## src/rtl/lod_expander.sv

```systemverilog
// Rebuilds a DATA_W-bit value from a (zero, leading-one position, left-aligned tail) word.
// Two-stage valid/ready pipeline with a saturating output counter and a sticky malformed-input flag.
`timescale 1ns/1ps
module lod_expander #(
  parameter int DATA_W = 8,
  parameter int POS_W  = 3,
  parameter int CNT_W  = 16
) (
  input  logic              clk,
  input  logic              rst_n,
  input  logic              in_valid,
  output logic              in_ready,
  input  logic              in_zero,
  input  logic [POS_W-1:0]  in_pos,
  input  logic [DATA_W-2:0] in_tail,
  output logic              out_valid,
  input  logic              out_ready,
  output logic [DATA_W-1:0] out_data,
  output logic [CNT_W-1:0]  word_cnt,
  output logic              err_sticky,
  input  logic              err_clr
);

  logic              s1_valid;
  logic              s1_zero;
  logic [POS_W-1:0]  s1_pos;
  logic [DATA_W-2:0] s1_tail;

  logic              s1_en;
  logic              s2_en;
  logic [DATA_W-1:0] decoded;
  logic [DATA_W-1:0] aligned;
  logic [POS_W-1:0]  shift_amt;
  logic              malformed;
  logic              err_set;

  assign s2_en    = !out_valid || out_ready;
  assign s1_en    = !s1_valid || s2_en;
  assign in_ready = s1_en && rst_n;

  // The leading one plus tail forms a left-aligned word; shifting right by
  // (DATA_W-1-pos) puts the one back at bit pos and drops unused tail bits.
  always_comb begin
    aligned   = {1'b1, s1_tail};
    shift_amt = POS_W'(DATA_W - 1) - s1_pos;
    decoded   = s1_zero ? '0 : (aligned >> shift_amt);
    malformed = s1_zero && ((s1_pos != '0) || (s1_tail != '0));
    err_set   = s2_en && s1_valid && malformed;
  end

  always_ff @(posedge clk or negedge rst_n) begin
    if (!rst_n) begin
      s1_valid <= 1'b0;
      s1_zero  <= 1'b0;
      s1_pos   <= '0;
      s1_tail  <= '0;
    end else if (s1_en) begin
      s1_valid <= in_valid;
      if (in_valid) begin
        s1_zero <= in_zero;
        s1_pos  <= in_pos;
        s1_tail <= in_tail;
      end
    end
  end

  always_ff @(posedge clk or negedge rst_n) begin
    if (!rst_n) begin
      out_valid <= 1'b0;
      out_data  <= '0;
    end else if (s2_en) begin
      out_valid <= s1_valid;
      if (s1_valid) begin
        out_data <= decoded;
      end
    end
  end

  always_ff @(posedge clk or negedge rst_n) begin
    if (!rst_n) begin
      word_cnt <= '0;
    end else if (out_valid && out_ready && (word_cnt != {CNT_W{1'b1}})) begin
      word_cnt <= word_cnt + 1'b1;
    end
  end

  // A fresh error takes priority over a simultaneous clear.
  always_ff @(posedge clk or negedge rst_n) begin
    if (!rst_n) begin
      err_sticky <= 1'b0;
    end else if (err_set) begin
      err_sticky <= 1'b1;
    end else if (err_clr) begin
      err_sticky <= 1'b0;
    end
  end

endmodule

```

## config.mk

```make
export PLATFORM = sky130hd
export DESIGN_NAME = lod_expander
export DESIGN_NICKNAME = d
export VERILOG_FILES = /design/src/rtl/lod_expander.sv
export SDC_FILE = /design/constraint.sdc
export NUM_CORES = 1
export LEC_CHECK = 0
export ABC_CLOCK_PERIOD_IN_PS = 2800
export BUFFER_PORTS_ARGS = -buffer_cell sky130_fd_sc_hd__buf_2
export CORE_MARGIN = 5
export CORE_UTILIZATION = 44
export DETAILED_ROUTE_END_ITERATION = 8
export GPL_ROUTABILITY_DRIVEN = 1
export PLACE_DENSITY = 0.67
export SLEW_MARGIN = 20
export SYNTH_ARGS = -nofsm -noshare
export SYNTH_HDL_FRONTEND = slang
export SYNTH_SLANG_ARGS = --single-unit
```

## constraint.sdc

```tcl
create_clock -name clk -period 2.8 [get_ports clk]
set_input_delay 0.28 -clock clk [delete_from_list [all_inputs] [get_ports clk]]
set_output_delay 0.28 -clock clk [all_outputs]
set_load 0.01 [all_outputs]
```

==> out/metrics.cfg <==
[timing]
slew_viol_final = 0
tns_ns = 0
setup_slack_ns = 1.07
timing.slew.headroom_pct = 67.9
max_freq_mhz = 579
rsz0062_at_grt = no
worst_pin_slew_ns = 0.481
setup_viol = 0
fin_worst_skew_ns = 0.00479
hold-worst-slack_ns = 0.0798
fin_crit_sh_pct = 61.7
layout_min_cycle_time_ns = 1.73
hold_viol_final = 0

[critical_path]
cp_top_family = simple AND/OR/NAND/NOR gates
crit_path_end_kind = flop
cp_cell_sequence = ha_1 -> and4_1 -> nand4_1 -> nor2_1 -> mux2_2
r2r-start = word_cnt[0]
required_ns = 2.97
crit_slowest_cell = dfrtp_1
crit_start = word_cnt[0]
rrSetupSlack_ns = 1.07
cp_slowest_stage_delay_ns = 0.40
cp_max_fo = 5
worstSetupStartpointType = flop
path_buf_inv = 0
cp_data_arrival_time_ns = 1.90
path_class = reg2reg

[floorplan]
die_area_um2 = 5740
io-pin-count = 43
die_x_um = 75.8
fp.dieH_um = 75.8
placementRows = 24
floorplan.initialDensity_pct = 44.6
coreArea_um2 = 4260

[clock_network]
clock_latency_ns = 0.28
clkTransAtPathRegs_ns = 0.07
post_cts_buffers = 0
htreeDepth = 2
ctsResizeCount = 0
cts_tree = yes
cts_sinks = 38
postCtsHoldBufs = 0
root_buffer = clkbuf_8
cts_buffers = 5
cts.path.max_buffers = 2

[yosys]
ys_warn_count = 0
ys_seq_elements = 38
syn_avg_cell_area_um2 = 10.9
syn_inst = 175
syn_nets = 192
netlist_area_um2 = 1900
synthDistinctLibCells = 40
yosysSeqAreaShare_pct = 50.0

[finish]
final_area_um2 = 2250
final_common_cell = buf_2
stdcell_count = 272
final_nets = 236
final_core_util_pct = 52.8
layout_common_cells = buf_2 (42), dfrtp_1 (38), nand2_1 (17)
antenna_cells = 0
areaGrowthSynthToFinish_pct = 18.3
drive_gt1_share_pct = 33.2

[global_route]
overflow = 0
grt_pass1_wl_um = 6640
grt_pass1_vias = 1367
grt_max_degree = 39
grt.total_usage_pct = 15.4
antenna_found_initial = 0

[power]
ir_drop_uv = 291
leakagePower_nw = 1.11
pwr_density_cell_nw_per_um2 = 687
total_power_mw = 1.55

[routing]
dr_total_vias = 1443
drtIter0Drc = 100
first_pass_iters = 4
wl_per_cell_um = 14.7
wl_um = 3990
vias_per_cell = 5.31
drc = 0
ant_nets = 0

[placed_design]
place_ws_ns = 1.11
gp_congestion = 0.811
dp.cells = 264
placement.io_buffers = 42
dpl_cell_area_um2 = 2160
hpwlAfterDp_um = 3040

[status]
status = finished clean

[hold_path]
hold_class = in2async

[flow_run]
cap_violations = 0

==> cells in the mapped netlist <==
cell / number / area [µm²]
a22o_1: 2 / 17.5
a221o_1: 1 / 10.0
or4_4: 1 / 11.3
mux2_4: 1 / 15.0
inv_1: 7 / 26.3
and3_1: 3 / 18.8
nand3_1: 5 / 25.0
nand2_1: 17 / 63.8
a21oi_1: 8 / 40.0
nand3b_1: 1 / 7.51
buf_2: 3 / 15.0
mux2i_1: 5 / 50.1
dfrtp_1: 38 / 951
nor4_4: 1 / 21.3
nor2_2: 1 / 6.26
nand4_4: 1 / 21.3
o21ai_0: 4 / 20.0
and3_2: 1 / 7.51
nor2b_1: 1 / 6.26
clkbuf_1: 3 / 11.3
mux4_2: 1 / 22.5
xnor2_1: 5 / 43.8
a31oi_1: 3 / 18.8
xor2_1: 5 / 43.8
o31ai_1: 5 / 37.5
nand4_2: 1 / 12.5
nor4_1: 4 / 25.0
ha_1: 1 / 12.5
nor3_1: 4 / 20.0
nand4b_1: 1 / 8.76
nand4_1: 6 / 37.5
mux2_2: 14 / 158
and2_1: 2 / 12.5
nor3b_1: 1 / 7.51
a211o_1: 1 / 8.76
and4_1: 1 / 8.76
nor2_1: 10 / 37.5
nand2b_1: 4 / 25.0
o21a_1: 1 / 7.51
nand3_2: 1 / 10.0
==> state kept, by name (all words and copies together) (netlist names) <==
register,count
s1_zero,1
word_cnt,16
s1_pos,3
s1_tail,7
s1_valid,1
out_valid,1
err_sticky,1
out_data,8
==> kinds of logic after synthesis <==
family,share of synthesized area (%)
AND/OR/NAND/NOR,20.7
flip-flops,50.0
AO/OA/AOI/OAI,8.42
multiplexers,12.9
buffers and inverters,2.76
XOR/XNOR,4.60
adder cells (fa/ha/maj),0.657
==> final cells by class <==
class / instances / area, µm²
Clock buffer: 7 / 86.3
Clock inverter: 1 / 5.00
Fill cell: 406 / 2010
Inverter: 7 / 26.3
Multi-Input combinational cell: 124 / 900
Sequential cell: 38 / 951
Tap cell: 52 / 65.1
Timing Repair Buffer: 43 / 218
==> metal layers <==
| layer | global-route usage, % | vias to the layer above | wire [µm] |
|---|---|---|---|
| met5 | 0 | - | 0 |
| met4 | 6.60 | 0 | 85 |
| met3 | 3.30 | 9 | 210 |
| met2 | 22.5 | 43 | 1800 |
| met1 | 21.8 | 667 | 1900 |
| li1 | - | 724 | - |
==> power breakdown <==
| group | total (mW) | internal, mW | switching (mW) | leakage, nW |
|---|---|---|---|---|
| clock | 0.379 | 0.199 | 0.181 | 0.0482 |
| combinational | 0.401 | 0.193 | 0.208 | 0.577 |
| sequential | 0.767 | 0.645 | 0.122 | 0.480 |
| total | 1.55 | 1.04 | 0.511 | 1.11 |
==> worst paths after layout <==
path,end,cells past startpoint
worst min register to register,out_data[3],2
worst max register to register,word_cnt[10],5
worst min-delay path,word_cnt[14],2
min in group clk,err_sticky,2
max in group asynchronous,s1_zero,2
worst max-delay path,word_cnt[10],5
==> worst reg2reg max path, delay by kind of cell, from the launching register on <==
family                     cells  cell delay (ns)
adders and majority gates      1             0.26
DFF                            1             0.40
muxes                          1             0.34
and+or+nand+nor                3             0.62
(Power assumes the default switching activity.)
